`config.mk`:
```
export PLATFORM = sky130hd
export DESIGN_NAME = dh_apb_sequencer
export DESIGN_NICKNAME = d
export VERILOG_FILES = /design/src/rtl/dh_apb_sequencer.sv
export SDC_FILE = /design/constraint.sdc
export NUM_CORES = 2
export LEC_CHECK = 0
export CORE_AREA = 2 2 376 378
export DETAILED_ROUTE_END_ITERATION = 6
export DIE_AREA = 0 0 378 380
export GPL_TIMING_DRIVEN = 0
export PLACE_DENSITY = 0.59
export SYNTH_ARGS = -nofsm -noshare
export SYNTH_HDL_FRONTEND = slang
export SYNTH_SLANG_ARGS = --single-unit
```
`constraint.sdc`:
```
create_clock -name clk -period 3.2 [get_ports clk]
set_input_delay 0.64 -clock clk [delete_from_list [all_inputs] [get_ports clk]]
set_output_delay 0.64 -clock clk [all_outputs]
set_load 0.01 [all_outputs]
```
`src/rtl/dh_apb_sequencer.sv`:
```
// APB master that loads operands into the DH engine, kicks it, polls for
// completion and reads the result window back as one parallel word.
module dh_apb_sequencer #(
  parameter int unsigned NWORDS     = 9,
  parameter logic [31:0] A_BASE     = 32'h00,
  parameter logic [31:0] B_BASE     = 32'h24,
  parameter logic [31:0] GO_ADDR    = 32'h54,
  parameter logic [31:0] DONE_ADDR  = 32'h60,
  parameter logic [31:0] C_BASE     = 32'h64,
  parameter int unsigned POLL_LIMIT = 1024
) (
  input  logic                     clk,
  input  logic                     rst,
  input  logic                     start,
  input  logic [32*NWORDS-1:0]     a_in,
  input  logic [32*NWORDS-1:0]     b_in,
  output logic                     busy,
  output logic                     done,
  output logic                     error,
  output logic [1:0]               err_code,
  output logic [32*NWORDS-1:0]     c_out,
  output logic                     M_PSEL,
  output logic                     M_PENABLE,
  output logic [31:0]              M_PADDR,
  output logic                     M_PWRITE,
  output logic [31:0]              M_PWDATA,
  input  logic                     M_PREADY,
  input  logic                     M_PSLVERR,
  input  logic [31:0]              M_PRDATA
);

  localparam int unsigned IW = (NWORDS > 1) ? $clog2(NWORDS) : 1;
  localparam int unsigned PW = $clog2(POLL_LIMIT + 1);
  localparam logic [IW-1:0] LastIdx  = IW'(NWORDS - 1);
  localparam logic [PW-1:0] LastPoll = PW'(POLL_LIMIT - 1);

  typedef enum logic [3:0] {
    StIdle, StWrA, StWrB, StGoSet, StGoClr, StPoll, StRdC, StFin, StErr
  } state_e;

  state_e               state_q, state_d;
  logic [IW-1:0]        idx_q, idx_d;
  logic                 access_q, access_d;   // 0: SETUP phase, 1: ACCESS phase
  logic [PW-1:0]        poll_q, poll_d;
  logic [1:0]           kind_q, kind_d;       // error code pending for the ERR state
  logic                 busy_q, busy_d;
  logic                 done_q, done_d;
  logic                 error_q, error_d;
  logic [1:0]           code_q, code_d;
  logic [32*NWORDS-1:0] a_q, a_d, b_q, b_d, shadow_q, shadow_d, c_q, c_d;
  logic                 xfer;
  logic [31:0]          word_off;

  assign word_off = 32'(idx_q) << 2;
  assign busy     = busy_q;
  assign done     = done_q;
  assign error    = error_q;
  assign err_code = code_q;
  assign c_out    = c_q;

  // Control state; synchronous reset abandons any transfer in flight.
  always_ff @(posedge clk) begin
    if (rst) begin
      state_q  <= StIdle;
      idx_q    <= '0;
      access_q <= 1'b0;
      poll_q   <= '0;
      kind_q   <= 2'b00;
      busy_q   <= 1'b0;
      done_q   <= 1'b0;
      error_q  <= 1'b0;
      code_q   <= 2'b00;
    end else begin
      state_q  <= state_d;
      idx_q    <= idx_d;
      access_q <= access_d;
      poll_q   <= poll_d;
      kind_q   <= kind_d;
      busy_q   <= busy_d;
      done_q   <= done_d;
      error_q  <= error_d;
      code_q   <= code_d;
    end
  end

  // Operand latches, read-back shadow and the published result.
  always_ff @(posedge clk) begin
    if (rst) begin
      a_q      <= '0;
      b_q      <= '0;
      shadow_q <= '0;
      c_q      <= '0;
    end else begin
      a_q      <= a_d;
      b_q      <= b_d;
      shadow_q <= shadow_d;
      c_q      <= c_d;
    end
  end

  // Next-state, APB drive and completion reporting.
  always_comb begin
    state_d   = state_q;
    idx_d     = idx_q;
    access_d  = access_q;
    poll_d    = poll_q;
    kind_d    = kind_q;
    busy_d    = busy_q & ~done_q;
    done_d    = 1'b0;
    error_d   = error_q;
    code_d    = code_q;
    a_d       = a_q;
    b_d       = b_q;
    shadow_d  = shadow_q;
    c_d       = c_q;
    xfer      = 1'b0;
    M_PSEL    = 1'b0;
    M_PENABLE = 1'b0;
    M_PADDR   = '0;
    M_PWRITE  = 1'b0;
    M_PWDATA  = '0;

    case (state_q)
      StIdle: begin
        if (start && !busy_q) begin
          a_d      = a_in;
          b_d      = b_in;
          idx_d    = '0;
          access_d = 1'b0;
          poll_d   = '0;
          busy_d   = 1'b1;
          error_d  = 1'b0;
          code_d   = 2'b00;
          state_d  = StWrA;
        end
      end
      StWrA: begin
        xfer     = 1'b1;
        M_PWRITE = 1'b1;
        M_PADDR  = A_BASE + word_off;
        M_PWDATA = a_q[32*idx_q +: 32];
      end
      StWrB: begin
        xfer     = 1'b1;
        M_PWRITE = 1'b1;
        M_PADDR  = B_BASE + word_off;
        M_PWDATA = b_q[32*idx_q +: 32];
      end
      StGoSet: begin
        xfer     = 1'b1;
        M_PWRITE = 1'b1;
        M_PADDR  = GO_ADDR;
        M_PWDATA = 32'd1;
      end
      StGoClr: begin
        xfer     = 1'b1;
        M_PWRITE = 1'b1;
        M_PADDR  = GO_ADDR;
      end
      StPoll: begin
        xfer    = 1'b1;
        M_PADDR = DONE_ADDR;
      end
      StRdC: begin
        xfer    = 1'b1;
        M_PADDR = C_BASE + word_off;
      end
      StFin: begin
        c_d     = shadow_q;
        done_d  = 1'b1;
        error_d = 1'b0;
        code_d  = 2'b00;
        state_d = StIdle;
      end
      StErr: begin
        done_d  = 1'b1;
        error_d = 1'b1;
        code_d  = kind_q;
        state_d = StIdle;
      end
      default: state_d = StIdle;
    endcase

    if (xfer) begin
      M_PSEL    = 1'b1;
      M_PENABLE = access_q;
      if (!access_q) begin
        access_d = 1'b1;
      end else if (M_PREADY) begin
        access_d = 1'b0;
        if (M_PSLVERR) begin
          kind_d  = 2'b01;
          idx_d   = '0;
          state_d = StErr;
        end else begin
          case (state_q)
            StWrA, StWrB, StRdC: begin
              if (state_q == StRdC) shadow_d[32*idx_q +: 32] = M_PRDATA;
              if (idx_q == LastIdx) begin
                idx_d   = '0;
                state_d = (state_q == StWrA) ? StWrB :
                          (state_q == StWrB) ? StGoSet : StFin;
              end else begin
                idx_d = idx_q + 1'b1;
              end
            end
            StGoSet: state_d = StGoClr;
            StGoClr: begin
              poll_d  = '0;
              state_d = StPoll;
            end
            StPoll: begin
              if (M_PRDATA[0]) begin
                poll_d  = '0;
                state_d = StRdC;
              end else if (poll_q == LastPoll) begin
                kind_d  = 2'b10;
                state_d = StErr;
              end else begin
                poll_d = poll_q + 1'b1;
              end
            end
            default: ;
          endcase
        end
      end
    end
  end

endmodule

```
==> results.json <==
{
  "hold_violations": 0,
  "p_leak_uw": 0.0224,
  "power.ir.vdd_worst_uv": 369,
  "layout-drive-gt1-share_pct": 11.4,
  "slowest_stage": "or4b_4",
  "postSynthCellCount": 5912,
  "yosysSeqAreaShare_pct": 50.5,
  "area_delta_synth_final_pct": 40.9,
  "drv_cap": 1,
  "grt_util_met3_pct": 5.74,
  "crit_chain": "or4b_4, buf_12, buf_12, buf_6, mux2i_4, a22oi_2, o2111ai_4, a21oi_4, buf_6",
  "initial_utilization_pct": 33.6,
  "antenna_found_initial": 38,
  "rows": 137,
  "drc": 11,
  "grt_pass1_wl_mm": 329,
  "ys_ff_latch": 1179,
  "die_x_um": 378,
  "cts_tree": "yes",
  "grt_pass1_vias": 45600,
  "synth_edf_count": 0,
  "drt-total-wl_mm": 238,
  "synth.distinct_cells": 68,
  "antenna_left": 0,
  "path_class": "reg -> out",
  "port_buffers": 914,
  "htreeDepth": 4,
  "layout.nets": 7660,
  "synth_flop_cell": "dfxtp_1",
  "drtPass1Iterations": 7,
  "crit_fanout": 7,
  "cpPeakStageDelay_ns": 0.60,
  "powerDensity_nw_per_um2": 531,
  "final_util_pct": 47.3,
  "clock.fmax_mhz": 250,
  "path_buf_inv": 4,
  "post-route-min-period_ns": 4.00,
  "hp-class": "in -> reg",
  "drtIter0Drc": 4761,
  "dr_total_vias": 48200,
  "avgViaCountPerCell": 5.33,
  "cp_top_family": "compound AO/OA/AOI/OAI gates",
  "dieArea_um2": 144000,
  "grt_max_degree": 20,
  "met2_usage_pct": 50.7,
  "critPathCaptureType": "output pin",
  "routabilityCongestion": 0.987,
  "outcome": "finished with violations",
  "place_ws_ns": -1.93,
  "clk_pin_slew_ns": 0.06,
  "critPathLaunchType": "flop",
  "die_y_um": 380,
  "dp_cells": 8727,
  "setup_slack_ns": -0.802,
  "slew_violations": 10,
  "post_layout_nonfiller_instances": 9042,
  "fin_worst_skew_ns": 0.0270,
  "root_buffer": "clkbuf_16",
  "rsz0062_at_grt": "yes",
  "grt-ovfl-total": 0,
  "setup_violations": 37,
  "worst_pin_slew_ns": 1.52,
  "crit_arrival_ns": 3.36,
  "wl_per_cell_um": 26.3,
  "slew_headroom_pct": -1.50,
  "violations": "design-rule violations, max-capacitance violations, max-slew violations, negative setup slack",
  "ioPinCount": 973,
  "fin_crit_sh_pct": 125,
  "clk_path_buf_depth": 3,
  "core_area_um2": 139000,
  "avgSynthCellArea_um2": 7.91,
  "top_usage_layer": "met2",
  "hpwl_mm": 187,
  "synthesis.area_um2": 46800,
  "synth-async-reset-ratio_pct": 0,
  "numCtsBuffers": 132,
  "cts_hold_buf": 0,
  "required_ns": 2.56,
  "grtUsageTotal_pct": 31.9,
  "ys_warn_count": 0,
  "cts_sinks": 1179,
  "clkLatencyLatePin_ns": 0.80,
  "use_met1_pct": 39.3
}
[cell families (layout without fill, tap and decap cells)]
kind of cell    count (synthesis)  in the layout  synth area share, %
simple gates                 2531           2531                 22.0
other cells                     1             43              0.00802
fa+ha+maj                       5              5                0.131
buf+inv                       578           1790                 5.23
mux                           193            193                 5.91
flops                        1179           1179                 50.5
compound gates               1419           1419                 16.2
xor+xnor                        6              6                0.112
[path summary, 6_finish.rpt]
kind / from / endpoint / slack, ns / depth (start not counted)
worst max-delay path: state_q[0] / M_PWDATA[5] / -0.80 / 9
worst min-delay path: b_in[184] / b_q[184] / 0.40 / 3
worst max register to register: busy / b_q[187] / 0.06 / 7
worst min register to register: shadow_q[242] / c_out[242] / 0.44 / 2
[state kept, by name, summed over array words and instances (netlist names)]
register	cells
a_q	288
poll_q	11
err_code	2
error	1
c_out	288
kind_q	2
access_q	1
busy	1
idx_q	4
done	1
shadow_q	288
b_q	288
state_q	4
[final cells by class]
cell class              count  area [µm²]
diodes                     17        42.5
plain buffers             558        2880
clock buffers             180        3760
clock inverters            60         731
fillers                 13800       73300
inverters                  12        60.1
multi-input cells        4180       22700
flip-flops and latches   1179       23600
well taps                1876        2350
repair buffers            980        9760
[stage by stage]
stage	total power (µW)	cell area (µm²)	hold WS (ns)	TNS, ns
after floorplan	17200	46900	0.432	0
after global placement	19200	58400	0.437	-702.53
after detailed placement	19200	58400	0.445	-721.69
after CTS	34900	65100	0.361	-24.55
after global routing	35800	65900	0.403	-23.58
final	35000	65900	0.398	-23.30
[cells in the mapped netlist (5+ instances only)]
| cell type | count | area, µm² |
|---|---|---|
| a211oi_1 | 7 | 52.6 |
| a21oi_1 | 1209 | 6050 |
| a22oi_1 | 33 | 248 |
| a31oi_1 | 5 | 31.3 |
| a32oi_1 | 30 | 263 |
| and2_1 | 5 | 31.3 |
| and3_1 | 12 | 75.1 |
| buf_1 | 12 | 45.0 |
| buf_2 | 87 | 435 |
| buf_4 | 40 | 300 |
| clkbuf_1 | 425 | 1600 |
| dfxtp_1 | 1179 | 23600 |
| inv_1 | 12 | 45.0 |
| mux2i_1 | 123 | 1230 |
| mux4_2 | 66 | 1490 |
| nand2_1 | 2133 | 8010 |
| nand2b_1 | 6 | 37.5 |
| nand3_1 | 201 | 1010 |
| nand4_1 | 74 | 463 |
| nor2_1 | 31 | 116 |
| nor2b_1 | 6 | 37.5 |
| nor3_1 | 20 | 100 |
| nor4_1 | 8 | 50.1 |
| o2111ai_1 | 30 | 263 |
| o21ai_0 | 71 | 355 |
| or3_1 | 6 | 37.5 |
[cells in the final DEF (no fill, tap or decap), types with 11 or more instances in the layout]
cell type | netlist | final
clkbuf_4 | 0 | 18
buf_6 | 2 | 38
buf_2 | 87 | 70
mux2i_2 | 0 | 28
clkinv_2 | 0 | 33
mux4_2 | 66 | 66
a21oi_4 | 0 | 25
buf_12 | 0 | 21
o2111ai_2 | 0 | 15
o21ai_4 | 0 | 15
a32oi_4 | 0 | 16
nand2_1 | 2133 | 2131
conb_1 | 1 | 26
nand4_1 | 74 | 74
o21ai_1 | 3 | 14
a21oi_2 | 0 | 14
nor2_1 | 31 | 27
o21ai_2 | 0 | 32
nand3_1 | 201 | 198
clkbuf_16 | 0 | 138
o2111ai_4 | 0 | 14
mux2i_1 | 123 | 83
a22oi_2 | 0 | 30
clkbuf_1 | 425 | 402
nor3_1 | 20 | 17
and3_1 | 12 | 11
a21oi_1 | 1209 | 1170
o21ai_0 | 71 | 13
mux2i_4 | 0 | 12
clkdlybuf4s50_1 | 0 | 875
dfxtp_1 | 1179 | 1173
buf_4 | 40 | 93
clkbuf_8 | 0 | 23
diode_2 | 0 | 17
clkbuf_2 | 0 | 19
[report_power, final]
group | internal (µW) | leakage [µW] | switching, µW
clock network | 9140 | 0.00222 | 6660
logic | 1370 | 0.0106 | 2290
registers | 15200 | 0.00957 | 322
[routing by layer]
metal / wire length (µm) / share of wire, % / up-vias
met5: 128 / 0.054 / -
met4: 18000 / 7.6 / 20
met3: 18800 / 7.9 / 598
met2: 107000 / 45 / 2435
met1: 93600 / 39 / 23100
li1: - / - / 22100
[tightest hold or removal path, stage by stage]
cell	delay (ns)
clkdlybuf4s50_1	0.40
nand2_1	0.06
a21oi_1	0.05
[what timing repair did]
action	4_1_cts	5_1_grt
pin swaps	98	49
hold endpoints to repair	0	0
endpoints found under the setup margin	445	314
cloned	2	2
buffers inserted	30	34
resized for setup	651	135
Power figures use the tool's default switching activity.
